`config.mk`:
```
export PLATFORM = sky130hd
export DESIGN_NAME = operand_sequencer
export DESIGN_NICKNAME = d
export VERILOG_FILES = /design/src/rtl/operand_sequencer.sv
export SDC_FILE = /design/constraint.sdc
export NUM_CORES = 1
export LEC_CHECK = 0
export ABC_AREA = 1
export CAP_MARGIN = 20
export CORE_MARGIN = 2
export CORE_UTILIZATION = 24
export CTS_BUF_LIST = sky130_fd_sc_hd__clkbuf_16
export DETAILED_ROUTE_END_ITERATION = 10
export GPL_TIMING_DRIVEN = 0
export PLACE_DENSITY = 0.53
export SYNTH_ARGS = -nofsm -noshare
export SYNTH_HDL_FRONTEND = slang
export SYNTH_SLANG_ARGS = --single-unit
```
`constraint.sdc`:
```
create_clock -name clk -period 3 [get_ports clk]
set_clock_uncertainty 0.2 [all_clocks]
set_input_delay 0.3 -clock clk [delete_from_list [all_inputs] [get_ports clk]]
set_output_delay 0.3 -clock clk [all_outputs]
set_load 0.03 [all_outputs]
```
`src/rtl/operand_sequencer.sv`:
```
// operand_sequencer: feeds four latched operands (A, B, C, X) one at a time
// to an external evaluator using a press/release strobe on go, then waits for
// the evaluator's result and holds it on result with a one-cycle done pulse.
// Optional feature: define OPSEQ_TIMEOUT_EN to abandon WAIT_RESULT after
// TIMEOUT_CYCLES cycles. The capture is then forced and the sticky timeout flag is set.
// Without the macro the block waits indefinitely and timeout is tied low.
module operand_sequencer #(
    parameter int GO_HIGH_CYCLES = 2,
    parameter int GO_LOW_CYCLES  = 2,
    parameter int TIMEOUT_CYCLES = 16
) (
    input  logic       clk,
    input  logic       Reset,
    input  logic       start,
    input  logic [7:0] coef_a,
    input  logic [7:0] coef_b,
    input  logic [7:0] coef_c,
    input  logic [7:0] coef_x,
    output logic       go,
    output logic [7:0] data_out,
    input  logic [7:0] result_in,
    input  logic       result_valid_in,
    output logic       busy,
    output logic [7:0] result,
    output logic       done,
    output logic       timeout
);

    typedef enum logic [2:0] {
        IDLE        = 3'd0,
        SETUP       = 3'd1,
        PRESS       = 3'd2,
        RELEASE     = 3'd3,
        WAIT_RESULT = 3'd4,
        DONE        = 3'd5
    } state_t;

    state_t      state_reg;
    state_t      state_next;
    logic [3:0]  phase_cnt_reg;
    logic [1:0]  idx_reg;
    logic [7:0]  shadow_reg [4];
    logic [7:0]  coef_vec [4];
    logic [7:0]  result_reg;
    logic        accept;
    logic        press_last;
    logic        release_last;
    logic        timeout_hit;

    assign accept       = (state_reg == IDLE) && start;
    assign press_last   = (phase_cnt_reg == 4'(GO_HIGH_CYCLES - 1));
    assign release_last = (phase_cnt_reg == 4'(GO_LOW_CYCLES - 1));

    assign coef_vec[0] = coef_a;
    assign coef_vec[1] = coef_b;
    assign coef_vec[2] = coef_c;
    assign coef_vec[3] = coef_x;

`ifdef OPSEQ_TIMEOUT_EN
    logic [7:0] wait_cnt_reg;
    logic       timeout_reg;

    assign timeout_hit = (state_reg == WAIT_RESULT) &&
                         (wait_cnt_reg == 8'(TIMEOUT_CYCLES - 1));

    // Wait counter: counts WAIT_RESULT cycles, cleared on any state entry
    always_ff @(posedge clk) begin
        if (Reset || (state_next != state_reg) || (state_reg != WAIT_RESULT))
            wait_cnt_reg <= 8'd0;
        else
            wait_cnt_reg <= wait_cnt_reg + 8'd1;
    end

    // Sticky timeout flag: set by a forced capture, cleared by a new run
    always_ff @(posedge clk) begin
        if (Reset)
            timeout_reg <= 1'b0;
        else if (accept)
            timeout_reg <= 1'b0;
        else if (timeout_hit && !result_valid_in)
            timeout_reg <= 1'b1;
    end

    assign timeout = timeout_reg;
`else
    assign timeout_hit = 1'b0;
    assign timeout     = 1'b0;
`endif

    // State register
    always_ff @(posedge clk) begin
        if (Reset)
            state_reg <= IDLE;
        else
            state_reg <= state_next;
    end

    // Next-state logic
    always_comb begin
        state_next = state_reg;
        case (state_reg)
            IDLE:        if (start) state_next = SETUP;
            SETUP:       state_next = PRESS;
            PRESS:       if (press_last) state_next = RELEASE;
            RELEASE:     if (release_last)
                             state_next = (idx_reg == 2'd3) ? WAIT_RESULT : SETUP;
            WAIT_RESULT: if (result_valid_in || timeout_hit) state_next = DONE;
            DONE:        state_next = IDLE;
            default:     state_next = IDLE;
        endcase
    end

    // Output decode from the current state
    always_comb begin
        busy     = (state_reg != IDLE);
        go       = (state_reg == PRESS);
        done     = (state_reg == DONE);
        data_out = 8'd0;
        if ((state_reg == SETUP) || (state_reg == PRESS) || (state_reg == RELEASE))
            data_out = shadow_reg[idx_reg];
    end

    // Phase counter: counts cycles spent in the current state
    always_ff @(posedge clk) begin
        if (Reset || (state_next != state_reg) || (state_reg == IDLE))
            phase_cnt_reg <= 4'd0;
        else
            phase_cnt_reg <= phase_cnt_reg + 4'd1;
    end

    // Operand index: restarts on accept, advances at the end of each release
    always_ff @(posedge clk) begin
        if (Reset)
            idx_reg <= 2'd0;
        else if (accept)
            idx_reg <= 2'd0;
        else if ((state_reg == RELEASE) && release_last && (idx_reg != 2'd3))
            idx_reg <= idx_reg + 2'd1;
    end

    // Shadow operand registers: loaded only on an accepted start
    generate
        for (genvar gi = 0; gi < 4; gi++) begin : g_shadow
            always_ff @(posedge clk) begin
                if (Reset)
                    shadow_reg[gi] <= 8'd0;
                else if (accept)
                    shadow_reg[gi] <= coef_vec[gi];
            end
        end
    endgenerate

    // Result capture: a valid result wins over a simultaneous timeout
    always_ff @(posedge clk) begin
        if (Reset)
            result_reg <= 8'd0;
        else if ((state_reg == WAIT_RESULT) && (result_valid_in || timeout_hit))
            result_reg <= result_in;
    end

    assign result = result_reg;

endmodule

```
==> metrics.md, run 1 <==
| Metric | Value |
|---|---|
| Status | `complete, no violations` |
| Layout cells sized above 1 | `8.38%` |
| Post-CTS Setup Bufs | `0` |
| Routed Antenna Nets | `0` |
| Total GRT Usage | `under 10%` |
| Lkg Pwr | `~0.0014 µW` |
| Post-synthesis simple-gate area fraction | `between 10% and 20%` |
| Library cells used by synthesis | `25` |
| Clk buf depth | `2` |
| Worst Hold Class | `reg2reg` |
| Final setup violation count | `0` |
| Largest net degree at the start of global routing | `20` |
| Reg2Reg Setup Slack | `~0.96 ns` |
| Non-Filler Instances | `~460` |
| Clk pwr share | `39.2%` |
| TritonCTS clock tree | `yes` |
| RD Place Congestion | `approximately 0.78` |
| Synth Net Count | `310` |
| Nets | `380` |
| Worst setup SP type | `register` |
| Post-synthesis mux area share | `0%` |
| Die width | `around 100 µm` |
| Post-route setup TNS | `0 ns` |
| Starting Density | `between 20% and 30%` |
| Register area share after synthesis | `58.1%` |
| Tightest Pin Transition | `~0.8 ns` |
| Latest clock arrival within the worst-skew pair | `between 0.2 and 0.3 ns` |
| Commonest non-fill, non-tap cells in the layout | `72 x nor2_1, 62 x clkdlybuf4s50_1, 49 x inv_1` |
| Sw power | `around 370 µW` |
| Clock transition at path regs | `~0.070 ns` |
| Crit-path cells | `buf_2 > inv_1 > nor2_1 > o21ai_0 > a21oi_1 > clkdlybuf4s50_1` |
| Final WL | `between 5000 and 6000 µm` |
| Critical path class | `reg2out` |
| Vias | `1869` |
| Post-route cell area | `around 3300 µm²` |
| Flip-flop count of the largest register after layout | `32` |
| XOR/XNOR Fraction of Synth Area | `less than 1%` |
| Syn-to-layout area delta | `42.5%` |
| Slew HR | `about 47%` |
| Final Hold Vio Count | `0` |
| CP max FO | `9` |
| Crit path DAT | `roughly 2.1 ns` |
| IO Count | `64` |
| Post-Syn Area | `2310 µm²` |
| H-tree depth | `2` |
| CP Depth | `6` |
| Fin crit share | `88.0%` |
| Final design utilization | `between 30% and 40%` |
| Crit path buffers/inverters | `3` |
| PwrDens | `just over 500 nW/µm²` |
| DRC Markers | `0` |
| Initial antenna violation count | `0` |
| Antenna Cells | `0` |
| Core ar. | `between 9000 and 10000 µm²` |
| Die H | `102 µm` |
| DR pass1 iterations | `4` |
| Final HPWL DP | `a little under 4000 µm` |
| Post-synthesis register bit count | `51` |
| Post-synthesis compound-gate area fraction | `10.2%` |
| Crit path time final | `roughly 2.6 ns` |
| Reg-to-reg startpoint | `state_reg[1]$_SDFF_PP0_` |
| Setup crit end | `data_out[3]` |
| IO Port Bufs | `62` |
| Root buf cell | `clkbuf_16` |
| Slew Limit Fails | `0` |
| Sw frac | `between 20% and 30%` |
| Synth Instances | `about 260` |
| DR vias/cell | `between 4 and 5` |
| Worst R2R End | `shadow_reg[1][6]$_SDFFCE_PN0P_` |
| DP Cell Count | `455` |
| Placed Area | `between 3000 and 4000 µm²` |
| Sequential power share | `48.5%` |
| Routed len/inst | `about 11 µm` |
| Post-Synth Adder-Cell Area | `1.63%` |
| Crit end category | `output pin` |
| TritonCTS Sinks | `between 50 and 60` |
| Maxcap violations | `0` |
| Critical-path cell with the highest stage delay | `clkdlybuf4s50_1` |
| Std cell rows | `35` |
| Drt initial violations | `66` |
| Fill cell count | `1012` |
| CTS buffer count | `5` |
| Global-route wire length before repair | `between 8000 and 9000 µm` |
| Final Power | `roughly 1700 µW` |
| Peak VDD IR | `between 0.2 and 0.25 mV` |
| Die ar. | `~10000 µm²` |
| Logic pwr share | `approximately an eighth` |
| CTS Hold Buffers Added | `0` |
| Fmax | `approximately 380 MHz` |
| R2R cell count | `4` |
| Vias in the first global route | `about 1800` |
| Crit path required time | `between 2 and 3 ns` |
| Most common cell after layout, fill and taps aside | `nor2_1` |
| Total gr overflow | `0` |
| Power Internal | `1290 µW` |
| Worst path max stage delay | `~0.70 ns` |
| Largest family of logic cells by synthesized area | `simple AND/OR/NAND/NOR gates` |
| PostCTS Resize Cnt | `0` |
| Synth warn | `0` |
| RSZ-0062 raised after global routing | `no` |
| Synthesized area per cell | `8.78 µm²` |
| Crit path max-delay family | `buffers and inverters` |
## layout make-up
type                       instances  area [µm²]  share of cell area (%)
buffer                             9        56.3                    1.71
clock buffer                       5         125                    3.80
clock inverter                     3        47.5                    1.44
inverter                          52         195                    5.93
multi-input combinational        151         717                    21.8
sequential                        51        1340                    40.7
tap                              129         161                    4.90
timing repair buffer              63         648                    19.7
## worst register-to-register path, cell delays in order, from the launching register on
cell     delay, ns
dfxtp_1       0.38
nor2_4        0.19
nand3_1       0.13
nand2_1       0.61
buf_16        0.24
## power groups by stage
stage / Clock (µW) / Sequential, µW / Combinational [µW]
floorplan: 0 / 820 / 100
global placement: 0 / 824 / 201
detailed placement: 0 / 823 / 208
CTS: 672 / 807 / 209
global route: 699 / 811 / 227
finish: 653 / 807 / 205
## Yosys cell counts
| cell type | count | area (µm²) |
|---|---|---|
| nor3_1 | 1 | 5.00 |
| a21oi_1 | 22 | 110 |
| ha_1 | 3 | 37.5 |
| nand4_1 | 2 | 12.5 |
| xor2_1 | 1 | 8.76 |
| nand4_2 | 1 | 12.5 |
| o21ai_0 | 23 | 115 |
| conb_1 | 1 | 3.75 |
| clkbuf_2 | 1 | 5.00 |
| nor2_2 | 1 | 6.26 |
| nor2_4 | 2 | 22.5 |
| xnor2_1 | 1 | 8.76 |
| nand3_1 | 6 | 30.0 |
| nand3_2 | 2 | 20.0 |
| o21ai_1 | 2 | 10.0 |
| nand2_2 | 1 | 6.26 |
| buf_6 | 1 | 11.3 |
| nand2_1 | 10 | 37.5 |
| buf_4 | 2 | 15.0 |
| dfxtp_1 | 19 | 380 |
| inv_2 | 3 | 11.3 |
| buf_2 | 5 | 25.0 |
| edfxtp_1 | 32 | 961 |
| inv_1 | 49 | 184 |
| nor2_1 | 72 | 270 |
## logic make-up after synthesis
logic type / after synthesis
compound gates: 47
other cells: 1
fa+ha+maj: 3
flops: 51
simple gates: 98
buf+inv: 61
xor+xnor: 2
## worst min path at each step
stage | to | slack (ns) | startpoint | depth (start not counted)
finish | result[1]$_SDFFE_PP0P_ | 0.25 | result[1]$_SDFFE_PP0P_ | 2
global route | result[7]$_SDFFE_PP0P_ | 0.27 | result[7]$_SDFFE_PP0P_ | 2
CTS | result[1]$_SDFFE_PP0P_ | 0.25 | result[1]$_SDFFE_PP0P_ | 2
detailed placement | result[1]$_SDFFE_PP0P_ | 0.24 | result[1]$_SDFFE_PP0P_ | 2
global placement | result[7]$_SDFFE_PP0P_ | 0.23 | result[7]$_SDFFE_PP0P_ | 2
floorplan | state_reg[0]$_SDFF_PP0_ | 0.17 | Reset | 1
## per-layer routing
metal  up-vias  global-route usage, %  share of wire (%)
met5         -                      0                  0
met4         0                   2.15               0.81
met3         4                   3.15                6.9
met2        49                   17.1                 46
met1       847                   12.4                 46
li1        969                      -                  -
## per-stage QoR
step	hold slack (ns)	setup WS (ns)
after CTS	0.250	0.300
final	0.247	0.360
after global placement	0.231	0.302
after detailed placement	0.237	0.610
after floorplan	0.169	1.03
after global routing	0.274	0.200
Power figures use the tool's default switching activity.
==> run 2, diff against run 1 <==
Settings changed: CTS_CLUSTER_DIAMETER set to 40.
==> results of run 2 <==
Same layout as run 1: the final DEF is identical, and so are final timing and power.
